## config.mk

```make
export PLATFORM = sky130hd
export DESIGN_NAME = forney_frame_ctrl
export DESIGN_NICKNAME = d
export VERILOG_FILES = /design/src/rtl/forney_pkg.sv /design/src/rtl/forney_frame_ctrl_hit_popcount_sat.sv /design/src/rtl/forney_frame_ctrl.sv
export SDC_FILE = /design/constraint.sdc
export NUM_CORES = 1
export LEC_CHECK = 0
export BUFFER_PORTS_ARGS = -buffer_cell sky130_fd_sc_hd__buf_2
export CAP_MARGIN = 0
export CORE_MARGIN = 3
export CORE_UTILIZATION = 59
export DETAILED_ROUTE_END_ITERATION = 7
export GPL_TIMING_DRIVEN = 0
export HOLD_SLACK_MARGIN = 0.02
export PLACE_DENSITY_LB_ADDON = 0.3
export SYNTH_ARGS = -nofsm -noshare
export SYNTH_HDL_FRONTEND = slang
export SYNTH_SLANG_ARGS = --single-unit
export TNS_END_PERCENT = 1
```

## constraint.sdc

```tcl
create_clock -name clk_i -period 12.6 [get_ports clk_i]
set_input_delay 0 -clock clk_i [delete_from_list [all_inputs] [get_ports clk_i]]
set_output_delay 0 -clock clk_i [all_outputs]
set_load 0.05 [all_outputs]
```

## src/rtl/forney_pkg.sv

```systemverilog
// rtl/forney_pkg.sv - shared state encoding and sizing constants for the Forney frame controller
package forney_pkg;

  localparam int T       = 11;
  localparam int LANES   = 32;
  localparam int DEG_W   = 4;
  localparam int CNT_W   = 4;
  localparam int TMO_W   = 8;
  localparam int SAT_LIM = T + 1;

  typedef enum logic [2:0] {
    IDLE,
    SEARCH,
    DRAIN,
    FLUSH,
    REPORT
  } state_t;

endpackage

```

## src/rtl/forney_frame_ctrl_hit_popcount_sat.sv

```systemverilog
// rtl/forney_frame_ctrl_hit_popcount_sat.sv - combinational lane popcount clipped to the saturation limit
module hit_popcount_sat #(
  parameter int LANES = 32,
  parameter int CNT_W = 4,
  parameter int SAT   = 12
) (
  input  logic [LANES-1:0] hit_mask,
  output logic [CNT_W-1:0] hit_cnt
);

  localparam int SUM_W = $clog2(LANES + 1);
  localparam logic [SUM_W-1:0] SAT_S = SUM_W'(SAT);

  logic [SUM_W-1:0] sum;

  always_comb begin
    sum = '0;
    for (int i = 0; i < LANES; i++) begin
      sum = sum + SUM_W'(hit_mask[i]);
    end
    hit_cnt = (sum > SAT_S) ? CNT_W'(SAT) : CNT_W'(sum);
  end

endmodule

```

## src/rtl/forney_frame_ctrl.sv

```systemverilog
// rtl/forney_frame_ctrl.sv - per-codeword Forney sequencer: hit/emit counting, verdict, flush
// Optional drain watchdog enabled by FORNEY_DRAIN_TIMEOUT_EN.
module forney_frame_ctrl
  import forney_pkg::*;
#(
  parameter int LANES = forney_pkg::LANES,
  parameter int T     = forney_pkg::T,
  parameter int DEG_W = forney_pkg::DEG_W,
  parameter int CNT_W = forney_pkg::CNT_W,
  parameter int TMO_W = forney_pkg::TMO_W
) (
  input  logic             clk_i,
  input  logic             rst_ni,
  input  logic             cw_start_i,
  input  logic [DEG_W-1:0] deg_lambda_i,
  input  logic             chien_vld_i,
  input  logic [LANES-1:0] hit_mask_i,
  input  logic             chien_last_i,
  input  logic             fny_vld_i,
  input  logic             corr_rdy_i,
  input  logic             abort_i,
  output logic             s1_rdy_o,
  output logic             fny_flush_o,
  output logic             busy_o,
  output logic             cw_done_o,
  output logic             cw_fail_o,
  output logic [CNT_W-1:0] err_cnt_o,
  output logic             proto_err_o
);

  localparam logic [CNT_W-1:0] SAT_C = CNT_W'(T + 1);

  state_t           state_q, state_d;
  logic [DEG_W-1:0] deg_q, deg_d;
  logic [CNT_W-1:0] hit_q, hit_d, emit_q, emit_d;
  logic             fail_q, fail_d, verdict_q, verdict_d;
  logic [CNT_W-1:0] batch_cnt, hit_new, hit_eff, emit_inc;
  logic [CNT_W:0]   hit_sum;
  logic             evt_err, tmo_hit;

  hit_popcount_sat #(
    .LANES (LANES),
    .CNT_W (CNT_W),
    .SAT   (T + 1)
  ) u_popcount (
    .hit_mask (hit_mask_i),
    .hit_cnt  (batch_cnt)
  );

  assign hit_sum  = {1'b0, hit_q} + {1'b0, batch_cnt};
  assign hit_new  = (hit_sum > {1'b0, SAT_C}) ? SAT_C : hit_sum[CNT_W-1:0];
  assign emit_inc = (emit_q == SAT_C) ? emit_q : emit_q + CNT_W'(1);

`ifdef FORNEY_DRAIN_TIMEOUT_EN
  logic [TMO_W-1:0] tmo_q;

  assign tmo_hit = (tmo_q == '1);

  always_ff @(posedge clk_i or negedge rst_ni) begin
    if (!rst_ni) begin
      tmo_q <= '0;
    end else if (state_q != DRAIN || fny_vld_i) begin
      tmo_q <= '0;
    end else if (!tmo_hit) begin
      tmo_q <= tmo_q + TMO_W'(1);
    end
  end
`else
  // No watchdog: DRAIN waits for the serializer without bound.
  assign tmo_hit = (TMO_W < 0);
`endif

  always_ff @(posedge clk_i or negedge rst_ni) begin
    if (!rst_ni) begin
      state_q   <= IDLE;
      deg_q     <= '0;
      hit_q     <= '0;
      emit_q    <= '0;
      fail_q    <= 1'b0;
      verdict_q <= 1'b0;
    end else begin
      state_q   <= state_d;
      deg_q     <= deg_d;
      hit_q     <= hit_d;
      emit_q    <= emit_d;
      fail_q    <= fail_d;
      verdict_q <= verdict_d;
    end
  end

  always_comb begin
    state_d   = state_q;
    deg_d     = deg_q;
    hit_d     = hit_q;
    emit_d    = emit_q;
    fail_d    = fail_q;
    verdict_d = verdict_q;
    hit_eff   = hit_q;
    evt_err   = 1'b0;

    case (state_q)
      IDLE: begin
        if (cw_start_i) begin
          deg_d     = deg_lambda_i;
          hit_d     = '0;
          emit_d    = '0;
          fail_d    = 1'b0;
          verdict_d = 1'b0;
          state_d   = SEARCH;
        end
      end
      SEARCH: begin
        if (chien_vld_i) begin
          hit_eff = hit_new;
          hit_d   = hit_new;
          if (chien_last_i) state_d = DRAIN;
        end
        // An emission is legal only while it stays within the roots found so far.
        if (fny_vld_i) begin
          if (emit_q >= hit_eff) begin
            evt_err = 1'b1;
            fail_d  = 1'b1;
            state_d = FLUSH;
          end else begin
            emit_d = emit_inc;
          end
        end
      end
      DRAIN: begin
        evt_err = chien_vld_i;
        if (hit_q == SAT_C) begin
          fail_d  = 1'b1;
          state_d = FLUSH;
        end else if (fny_vld_i && emit_q >= hit_q) begin
          evt_err = 1'b1;
          fail_d  = 1'b1;
          state_d = FLUSH;
        end else if (fny_vld_i) begin
          emit_d = emit_inc;
        end else if (tmo_hit) begin
          evt_err = 1'b1;
          fail_d  = 1'b1;
          state_d = FLUSH;
        end else if (emit_q == hit_q) begin
          state_d = REPORT;
        end
      end
      FLUSH:   state_d = REPORT;
      REPORT:  state_d = IDLE;
      default: state_d = IDLE;
    endcase

    // Abort overrides whatever else happened this cycle.
    if (abort_i && state_q != IDLE) begin
      state_d = FLUSH;
      fail_d  = 1'b1;
      hit_d   = hit_q;
      emit_d  = emit_q;
      evt_err = 1'b0;
    end

    if (state_d == REPORT) begin
      verdict_d = fail_d | (int'(hit_d) != int'(deg_q)) | (int'(deg_q) > T);
    end
  end

  assign s1_rdy_o    = corr_rdy_i & (state_q == SEARCH || state_q == DRAIN);
  assign fny_flush_o = (state_q == FLUSH);
  assign busy_o      = (state_q != IDLE);
  assign cw_done_o   = (state_q == REPORT);
  assign cw_fail_o   = verdict_q;
  assign err_cnt_o   = hit_q;
  assign proto_err_o = evt_err | (cw_start_i & (state_q != IDLE));

endmodule

```

==> impl_metrics.ini <==
[outcome]
status = completed

[detailed_routing]
wl_per_cell_um = 13.5
vias_per_cell = 5.48
dr.pass1.iters = 4
vias = 2066
drc = 0
ant_nets = 0
drt_iter0_drc = 110
drt_wl_total_mm = 5.08

[sta]
maxSlewHeadroom = 0.613
setup_viol = 0
worst_slew_pin_slew_ns = 0.579
grt_setup_unrepaired = no
timing.final.ws_setup_ns = 4.65
hold_viol_final = 0
skew_ns = 0.00234
fmax_ghz = 0.126
fin_setup_tns_ns = 0
min_period_ns = 7.95
slew_violations = 0
period_share = 0.631

[synthesis]
seq_area_frac_synth = 0.181
synthDistinctLibCells = 56
synth.mux.area_fraction = 0.0133
async_flop_share = 1.00
synth_area_leader_cell = fa_1
synth_area_um2 = 2350
synth.area.top_cells = fa_1 21%, dfrtp_1 18%, ha_1 12%, inv_1 8.8%, nand2_1 5.3%
synth_nets = 358
yosys_warnings = 0
synth_top_family_by_area = adder cells
synth-edff-count = 0
synthAdderAreaFrac = 0.330
synth-xor-area-share = 0.0186
ys_ff_latch = 17
syn_avg_cell_area_um2 = 8.80
synthCells = 267
ys_top_cells_by_count = 55 x inv_1, 33 x nand2_1, 25 x fa_1, 22 x ha_1, 17 x dfrtp_1
ys.flop_type = dfrtp_1
yosysMostFrequentCell = inv_1
synth_simple_gate_area_frac = 0.196
synth_compound_area_frac = 0.154
synth_top_area_frac = 0.213

[worst_setup_path]
critPathCaptureType = output port
path_max_fanout = 3
required_ns = 12.60
slowest_stage = fa_1
cp-start-kind = input pin
crit_top_cell = fa_1
max_stage_delay_ns = 0.56
path_class = in2out
arrival_ns = 7.95

[placed_design]
io_buffers = 52
hpwlAfterDp_mm = 4.16
gp_congestion = 0.944
place_worst_setup_slack_ns = 4.49

[global_route]
grt_max_degree = 18
grtUsageTotal = 0.216
antenna_found_initial = 0
grt_overflow = 0
grt_first_pass_wirelength_mm = 8.56
grt_pass1_vias = 1930

[cells_and_area]
diodes = 0
final_util = 0.741
multi_input_area_um2 = 1670
n_fill_cell = 299
area.sequential_um2 = 425
areaGrowthSynthToFinish_pct = 18.1
drive_gt1_frac = 0.204
nNetsFinal = 421

[die]
start_util = 0.627
die-area_um2 = 4770
die_h_um = 69.1
die_w_um = 69.1
rows = 22
core_area_um2 = 3740
io_pins = 54

[clock_network]
cts_buffers = 3
cts_hold_buf = 6
clock_sink_count = 17
cts_htree_levels = 1
cts_buffer_depth = 2
cts_tree = yes
ctsRootBufferMaster = clkbuf_8
cts_resized = 0
cts_setup_buffers = 0
clkTransAtPathRegs_ns = 0.07
clk_latency_ns = 0.26

[worst_hold_path]
min_path_type = in2reg

[job]
cap_violations = 0
==> state kept, by name, indices dropped and copies added (netlist names) <==
| register | cells |
|---|---|
| deg_q | 4 |
| state_q | 3 |
| cw_fail_o | 1 |
| fail_q | 1 |
| err_cnt_o | 4 |
| emit_q | 4 |
==> worst max-delay path, delay by kind of cell <==
family | cells | cell delay, ns
fa+ha+maj | 11 | 4.48
compound gates | 8 | 1.97
simple gates | 4 | 0.58
buf+inv | 5 | 0.56
mux | 1 | 0.36
==> metrics by stage <==
step | hold WS, ns | cells | cell area (um2)
final | 0.157 | 377 | 2770
after global routing | 0.188 | 377 | 2770
after CTS | 0.160 | 377 | 2770
after detailed placement | -0.0539 | 367 | 2670
after global placement | -0.0547 | 367 | 2670
after floorplan | -0.296 | 267 | 2350
==> per-layer routing <==
metal / routed length, um / part of all wire / global-route usage
met5: 0 / 0 / 0
met4: 41 / 0.0081 / 0.0499
met3: 271 / 0.053 / 0.0190
met2: 2520 / 0.50 / 0.345
met1: 2240 / 0.44 / 0.318
==> area by class of cell <==
cell class              instances  share of cell area
plain buffers                   7              0.0162
clock buffers                   4              0.0162
inverters                      55              0.0744
multi-input cells             188               0.603
flip-flops and latches         17               0.153
well taps                      48              0.0217
repair buffers                 58               0.115
==> placed cells by master, fill, tap and decap left out, drive strengths merged, types with 4 or more instances in the layout <==
| master | n |
|---|---|
| inv | 55 |
| buf | 55 |
| nand2 | 33 |
| fa | 25 |
| ha | 22 |
| dfrtp | 17 |
| nor2 | 12 |
| clkbuf | 8 |
| o21ai | 7 |
| a21o | 6 |
| nand3 | 6 |
| dlygate4sd3 | 6 |
| a21oi | 5 |
| xor2 | 4 |
| nand2b | 4 |
| nand4 | 4 |
==> kinds of logic (layout without fill, tap and decap cells) <==
logic type | Yosys count | count (layout)
flops | 17 | 17
simple gates | 85 | 85
mux | 3 | 3
fa+ha+maj | 47 | 47
xor+xnor | 5 | 5
compound gates | 48 | 48
buf+inv | 62 | 124
==> final timing paths <==
check	end	depth (start not counted)	slack, ns	startpoint
max	proto_err_o	29	4.65	hit_mask_i[0]
max in group asynchronous	err_cnt_o[1]$_DFF_PN0_	2	12.12	rst_ni
min in group asynchronous	emit_q[0]$_DFFE_PN0P_	2	0.19	rst_ni
min reg2reg	deg_q[2]$_DFFE_PN0P_	2	0.56	deg_q[2]$_DFFE_PN0P_
max reg2reg	cw_fail_o$_DFFE_PN0P_	13	9.01	err_cnt_o[0]$_DFF_PN0_
min	emit_q[3]$_DFFE_PN0P_	4	0.16	cw_start_i
Power is not shown: default switching activity piles up to over one toggle a cycle in this logic, so the estimate is an artifact.
